===== config.mk =====
export PLATFORM = sky130hd
export DESIGN_NAME = adpll_lock_detector
export DESIGN_NICKNAME = d
export VERILOG_FILES = /design/src/rtl/adpll_lock_detector.sv
export SDC_FILE = /design/constraint.sdc
export NUM_CORES = 1
export LEC_CHECK = 0
export ABC_CLOCK_PERIOD_IN_PS = 3000
export CORE_MARGIN = 4
export CORE_UTILIZATION = 50
export CTS_CLUSTER_SIZE = 25
export DETAILED_ROUTE_END_ITERATION = 8
export PLACE_DENSITY_LB_ADDON = 0.2
export SKIP_CTS_REPAIR_TIMING = 1
export SYNTH_ARGS = -nofsm -noshare
export SYNTH_HDL_FRONTEND = slang
export SYNTH_SLANG_ARGS = --single-unit

===== constraint.sdc =====
create_clock -name fpga_clk_i -period 3 [get_ports fpga_clk_i]
set_clock_uncertainty 0.15 [all_clocks]
set_input_delay 0.3 -clock fpga_clk_i [delete_from_list [all_inputs] [get_ports fpga_clk_i]]
set_output_delay 0.3 -clock fpga_clk_i [all_outputs]
set_load 0.03 [all_outputs]

===== src/rtl/adpll_lock_detector.sv =====
// rtl/adpll_lock_detector.sv - ADPLL phase-error lock detector with hysteresis, loss counter and reference watchdog
// Optional DCO control-code span statistics enabled by defining ADPLL_LOCK_DCO_STATS_EN.
module adpll_lock_detector #(
  parameter int LOCK_THRESH    = 2,
  parameter int UNLOCK_THRESH  = 6,
  parameter int LOCK_COUNT     = 16,
  parameter int UNLOCK_COUNT   = 4,
  parameter int TIMEOUT_CYCLES = 128
) (
  input  logic        fpga_clk_i,
  input  logic        reset_ni,
  input  logic        enable_i,
  input  logic [7:0]  error_i,
  input  logic        error_valid_i,
  input  logic [8:0]  dco_cc_i,
  output logic        locked_o,
  output logic [1:0]  state_o,
  output logic [7:0]  loss_count_o,
  output logic        timeout_o
`ifdef ADPLL_LOCK_DCO_STATS_EN
  ,
  output logic [9:0]  dco_span_o
`endif
);

  typedef enum logic [1:0] {
    UNLOCKED = 2'd0,
    ACQUIRE  = 2'd1,
    LOCKED   = 2'd2,
    SLIP     = 2'd3
  } state_e;

  localparam logic [6:0]  LOCK_TH   = 7'(LOCK_THRESH);
  localparam logic [6:0]  UNLOCK_TH = 7'(UNLOCK_THRESH);
  localparam logic [7:0]  LOCK_N    = 8'(LOCK_COUNT);
  localparam logic [7:0]  UNLOCK_N  = 8'(UNLOCK_COUNT);
  localparam logic [15:0] TIMEOUT_N = 16'(TIMEOUT_CYCLES);

  state_e      state_q, state_d;
  logic [7:0]  run_cnt_q, run_cnt_d;
  logic [15:0] idle_cnt_q, idle_cnt_d;
  logic [7:0]  loss_cnt_q, loss_cnt_d;
  logic        timeout_q, timeout_d;

  logic [7:0]  neg_e;
  logic [6:0]  abs_e;
  logic        in_lock;
  logic        is_slip;
  logic [7:0]  run_inc;
  logic [15:0] idle_inc;
  logic        lose;

  // -128 has no positive 8-bit counterpart, so its magnitude clamps to 127.
  always_comb begin
    neg_e   = 8'd0 - error_i;
    abs_e   = error_i[7] ? (neg_e[7] ? 7'h7f : neg_e[6:0]) : error_i[6:0];
    in_lock = (abs_e <= LOCK_TH);
    is_slip = (abs_e > UNLOCK_TH);
  end

  always_comb begin
    state_d    = state_q;
    run_cnt_d  = run_cnt_q;
    idle_cnt_d = idle_cnt_q;
    loss_cnt_d = loss_cnt_q;
    timeout_d  = timeout_q;
    lose       = 1'b0;
    run_inc    = run_cnt_q + 8'd1;
    idle_inc   = idle_cnt_q + 16'd1;

    if (!enable_i) begin
      state_d    = UNLOCKED;
      run_cnt_d  = 8'd0;
      idle_cnt_d = 16'd0;
    end else if (error_valid_i) begin
      idle_cnt_d = 16'd0;
      timeout_d  = 1'b0;
      case (state_q)
        UNLOCKED: begin
          if (in_lock) begin
            state_d   = ACQUIRE;
            run_cnt_d = 8'd1;
          end
        end
        ACQUIRE: begin
          if (!in_lock) begin
            state_d   = UNLOCKED;
            run_cnt_d = 8'd0;
          end else if (run_inc == LOCK_N) begin
            state_d   = LOCKED;
            run_cnt_d = 8'd0;
          end else begin
            run_cnt_d = run_inc;
          end
        end
        LOCKED: begin
          if (is_slip) begin
            state_d   = SLIP;
            run_cnt_d = 8'd1;
          end
        end
        SLIP: begin
          if (!is_slip) begin
            state_d   = LOCKED;
            run_cnt_d = 8'd0;
          end else if (run_inc == UNLOCK_N) begin
            state_d   = UNLOCKED;
            run_cnt_d = 8'd0;
            lose      = 1'b1;
          end else begin
            run_cnt_d = run_inc;
          end
        end
        default: begin
          state_d   = UNLOCKED;
          run_cnt_d = 8'd0;
        end
      endcase
    end else if (idle_cnt_q != TIMEOUT_N) begin
      // The idle counter parks at the limit so the timeout event fires only once.
      idle_cnt_d = idle_inc;
      if (idle_inc == TIMEOUT_N) begin
        state_d   = UNLOCKED;
        run_cnt_d = 8'd0;
        timeout_d = 1'b1;
        lose      = (state_q == LOCKED) || (state_q == SLIP);
      end
    end

    if (lose && (loss_cnt_q != 8'hff)) begin
      loss_cnt_d = loss_cnt_q + 8'd1;
    end
  end

  always_ff @(posedge fpga_clk_i) begin
    if (!reset_ni) begin
      state_q    <= UNLOCKED;
      run_cnt_q  <= 8'd0;
      idle_cnt_q <= 16'd0;
      loss_cnt_q <= 8'd0;
      timeout_q  <= 1'b0;
    end else begin
      state_q    <= state_d;
      run_cnt_q  <= run_cnt_d;
      idle_cnt_q <= idle_cnt_d;
      loss_cnt_q <= loss_cnt_d;
      timeout_q  <= timeout_d;
    end
  end

  assign state_o      = state_q;
  assign locked_o     = (state_q == LOCKED) || (state_q == SLIP);
  assign loss_count_o = loss_cnt_q;
  assign timeout_o    = timeout_q;

`ifdef ADPLL_LOCK_DCO_STATS_EN
  logic [8:0] dco_min_q, dco_min_d;
  logic [8:0] dco_max_q, dco_max_d;
  logic [9:0] dco_span_q, dco_span_d;

  always_comb begin
    dco_min_d = dco_min_q;
    dco_max_d = dco_max_q;
    if (enable_i && error_valid_i) begin
      if ((state_q == ACQUIRE) && (state_d == LOCKED)) begin
        dco_min_d = dco_cc_i;
        dco_max_d = dco_cc_i;
      end else if ((state_q == LOCKED) || (state_q == SLIP)) begin
        if ($signed(dco_cc_i) < $signed(dco_min_q)) dco_min_d = dco_cc_i;
        if ($signed(dco_cc_i) > $signed(dco_max_q)) dco_max_d = dco_cc_i;
      end
    end
    // max >= min always holds, so the sign-extended difference is non-negative.
    dco_span_d = {dco_max_d[8], dco_max_d} - {dco_min_d[8], dco_min_d};
  end

  always_ff @(posedge fpga_clk_i) begin
    if (!reset_ni) begin
      dco_min_q  <= 9'd0;
      dco_max_q  <= 9'd0;
      dco_span_q <= 10'd0;
    end else begin
      dco_min_q  <= dco_min_d;
      dco_max_q  <= dco_max_d;
      dco_span_q <= dco_span_d;
    end
  end

  assign dco_span_o = dco_span_q;
`else
  logic unused_dco;
  assign unused_dco = ^dco_cc_i;
`endif

endmodule


Word level (Yosys, flattened, before mapping)
Index checks and enable logic that the tools add are counted.
Operators by class
  $add $sub $neg: 4
  magnitude comparators: 2
  equality and inequality tests: 12
  mux-type cells: 32
  bitwise gates (word level): 2
  reduce and logical (&&, ||, !) cells: 10
Operators with widths (count)
  $mux 8: 9
  $pmux 8 s4: 1
  $mux 2: 9
  $add 16x1->16 const B: 1
  $add 8x1->8 const B: 2
  $eq 16x8->1 const B: 1
  $ne 16x8->1 const B: 1
  $mux 7: 2
  $mux 1: 10
  $eq 8x3->1 const B: 1
  $eq 8x5->1 const B: 1
  $ne 4x4->1 const B: 2
  $ne 8x8->1 const B: 1
  $pmux 2 s4: 1
  $sub 1x8->8 const A: 1
  $gt 7x3->1 const B: 1
  $le 7x2->1 const B: 1
  $ne 3x3->1 const B: 2
  $reduce_and 6->1: 1
  $eq 2x2->1 const B: 2
  $reduce_and 4->1: 1
  $reduce_bool 2->1: 2
  $reduce_and 3->1: 1
  $reduce_or 3->1: 1
  6 further kinds: 7
Storage, ports and cells
  register bits after elaboration: 35
  bits of input ports: 21

Logic depth before layout (Yosys ltp)
  depth in word-level cells: 9
  gate-level depth with buffers: 10
  mapped depth without buffers: 9

Least setup slack after synthesis
No wires, ideal clock.
  path kind: flip-flop to flip-flop
  start: register idle_cnt_q[3]
  end: register run_cnt_q[6]
  setup time: 122 ps
  data arrival time: 2269 ps
  required time: 2728 ps
  setup slack: 459 ps
  stages on the path, launching flop included: 8
  path buffers: 0
  path through: dfxtp_1 > nand4_4 > or4_4 > mux2i_1 > nor4_1 > and2_4 > o2bb2ai_4 > a221o_1
Between the ends
  word-level cells in the longest chain between the ends: 4
  elaborated cells on any way between the ends: 6
  classes of those cells: add/sub (1); eq/ne (2); reduce/logical (3)
RTL lines
  start: declaration: line 41  | logic [15:0] idle_cnt_q, idle_cnt_d;
  start signal: assignment: line 145  | idle_cnt_q <= idle_cnt_d;
  $add 16x1->16: line 69  | idle_inc = idle_cnt_q + 16'd1;
  $eq 16x8->1: line 122  | if (idle_inc == TIMEOUT_N) begin
  $reduce_bool 2->1 (no line)
  $reduce_and 4->1 (no line) *
  end signal: assignment: line 144  | run_cnt_q <= run_cnt_d;
  end: declaration: line 40  | logic [7:0] run_cnt_q, run_cnt_d;
Mark *: on every way between the ends. The rest lies on a longest branch, timed or not.
A chain may end at the register's enable or synchronous reset.

Worst setup path in the final report
  start: register idle_cnt_q[7]
  end: register run_cnt_q[6]
The elaborated chain is that of the path after synthesis.

==> impl_metrics.py <==
metrics = {
    "status": {
        "status": "finished clean",
    },
    "timing": {
        "finalSetupTns_ns": 0,
        "finalCritPeriodShare_pct": 92.5,
        "min_period_ns": 2.77,
        "setup_violations": 0,
        "fmax_mhz": 360,
        "tightestPinTransition_ns": 0.483,
        "rsz0062_at_grt": "no",
        "maxSlewViolCount": 0,
        "hold_viol_final": 0,
        "whs_ns": 0.335,
        "relSlewSlack_pct": 67.5,
    },
    "grt": {
        "grt_pass1_vias": 2101,
        "grt_max_degree": 15,
        "grt_usage_pct": 18.5,
        "antenna_found_initial": 0,
        "grt_overflow": 0,
        "grt_first_pass_wirelength_mm": 9.32,
    },
    "synthesis": {
        "yosys.area.top_type": "dfxtp_1",
        "yosysWarnings": 0,
        "ys.flop_type": "dfxtp_1",
        "synthMostInstantiatedCell": "dfxtp_1",
        "syn_avg_cell_area_um2": 8.14,
        "synth-edff-count": 0,
        "synthTopCellsByCount": "dfxtp_1 (35), nor2_1 (28), nand2_1 (20)",
        "async_flop_share_pct": 0,
        "yosys.area.top_type_share_pct": 28.7,
        "ys_seq_elements": 35,
        "synth_area_leaders": "dfxtp_1 (29%), mux2i_1 (4.5%), nor2_1 (4.3%)",
        "synthDistinctLibCells": 64,
        "syn_area_um2": 2440,
        "synth_seq_area_share_pct": 28.7,
        "syn_inst": 300,
        "syn_nets": 327,
    },
    "placement": {
        "place_area_um2": 2780,
        "dp.cells": 388,
        "dpl.hpwl_mm": 3.91,
        "numPortBuffers": 23,
        "gp_congestion": 0.830,
    },
    "drt": {
        "wl_mm": 5.41,
        "drtPass1Iterations": 4,
        "drt_iter0_markers": 65,
        "post_drt_wl_per_cell_um": 13.7,
        "vias": 2235,
        "remaining_drc_errors": 0,
        "avgViaCountPerCell": 5.64,
        "antenna_left": 0,
    },
    "finish": {
        "seqCellArea_um2": 701,
        "area_growth_pct": 18.8,
        "antenna_cells": 0,
        "final_area_um2": 2900,
        "final_cells": 396,
        "nets": 355,
        "fillers": 421,
        "drive_gt1_share_pct": 10.6,
        "multi_input_area_um2": 1620,
    },
    "min_path": {
        "hold_class": "reg -> reg",
        "min_from": "loss_count_o[4]",
        "min_path_cells": 2,
        "holdPathEnd": "loss_count_o[4]",
    },
    "clocking": {
        "clk_latency_ns": 0.29,
        "cts_root_buf": "clkbuf_8",
        "cts.sinks": 35,
        "cts.clk_slew.worst_paths_ns": 0.07,
        "numCtsBuffers": 5,
        "htree_num_levels": 2,
        "cts_tree": "done",
        "clk_path_buf_depth": 2,
    },
    "setup_path": {
        "rrSetupSlack_ns": 0.23,
        "cp_max_fo": 9,
        "arrival_ns": 2.80,
        "setup.worst_path.class": "reg -> reg",
        "slowest_delay_ns": 0.53,
        "critical_path.slowest_cell": "or4_4",
        "reg2regPathDepth": 8,
        "worst-path-buf-inv": 1,
        "worstReg2RegEnd": "run_cnt_q[6]",
        "timing.rr.start": "idle_cnt_q[7]",
        "crit_chain": "nand4_1, or4_4, mux2i_1, nor4_1, buf_4, and2_4, o2bb2ai_4, a221o_1",
        "start_kind": "register",
        "critPathCaptureType": "register",
        "crit_family": "simple AND/OR/NAND/NOR gates",
        "required_ns": 3.02,
    },
    "power": {
        "max-vdd-ir-drop_uv": 341,
        "power.total_mw": 1.00,
        "p_per_area_nw_per_um2": 345,
        "p_leak_nw": 1.02,
    },
    "floorplanning": {
        "pin_count": 33,
        "die_h_um": 77.9,
        "fp-row-count": 25,
        "core_area_um2": 4720,
        "die_w_um": 77.9,
        "dieArea_um2": 6060,
        "start_util_pct": 51.7,
    },
    "flow_run": {
        "drv_cap": 0,
    },
}
## metrics by stage
step	setup slack, ns	util (%)
6_report	0.226	61.4
3_3_place_gp	0.0340	58.9
2_1_floorplan	0.459	-
5_1_grt	0.0297	61.4
4_1_cts	0.265	61.4
3_5_place_dp	0.0239	58.9
## sequential cells by signal, summed over array words and instances, names as in the netlist
signal / count
timeout_o: 1
loss_count_o: 8
run_cnt_q: 8
idle_cnt_q: 16
state_o: 2
## worst min-delay path, cell delays in order (launching register included)
cell     delay (ns)
dfxtp_1        0.33
nand2_1        0.06
mux2i_1        0.05
## power breakdown
| part | internal, mW | switching (mW) |
|---|---|---|
| clock network | 0.269 | 0.181 |
| logic | 0.0411 | 0.0426 |
| registers | 0.465 | 0.00126 |
| total | 0.775 | 0.225 |
## logic make-up after synthesis
kind of cell | synth area share [%]
flops | 28.7
compound gates | 19.2
mux | 4.51
xor+xnor | 6.46
fa+ha+maj | 3.08
simple gates | 33.0
buf+inv | 5.07
## layer usage
metal | global-route usage, % | share of wire, % | vias to the layer above
li1 | - | - | 1154
met1 | 22.9 | 49 | 1027
met2 | 30.9 | 44 | 48
met3 | 5.10 | 5.4 | 6
met4 | 5.87 | 1.2 | 0
met5 | 0 | 0 | -
## area by class of cell
class                      instances  share of cell area [%]
timing repair buffer              36                    11.3
sequential                        35                    24.2
tap                               67                    2.89
clock inverter                     2                    1.21
clock buffer                       6                    2.85
inverter                          14                    1.81
multi-input combinational        236                    55.8
## layout by cell type, fill, tap and decap left out, types with 10 or more instances in the layout
| cell type | instances |
|---|---|
| inv_1 | 14 |
| nand4_1 | 10 |
| nand2b_1 | 15 |
| a21oi_1 | 12 |
| xnor2_1 | 10 |
| nand2_1 | 20 |
| mux2i_1 | 11 |
| nand3_1 | 15 |
| buf_4 | 13 |
| dfxtp_1 | 35 |
| nor2_1 | 28 |
| clkdlybuf4s50_1 | 23 |
## worst max path at each step
stage / from / to / slack [ns] / cells past startpoint
final: idle_cnt_q[7] / run_cnt_q[6] / 0.23 / 8
after global routing: run_cnt_q[0] / run_cnt_q[6] / 0.03 / 8
after CTS: idle_cnt_q[7] / run_cnt_q[6] / 0.27 / 8
after detailed placement: error_i[0] / run_cnt_q[6] / 0.02 / 11
after global placement: error_i[0] / run_cnt_q[6] / 0.03 / 11
after floorplan: idle_cnt_q[3] / run_cnt_q[6] / 0.46 / 7
Power figures use the tool's default switching activity.
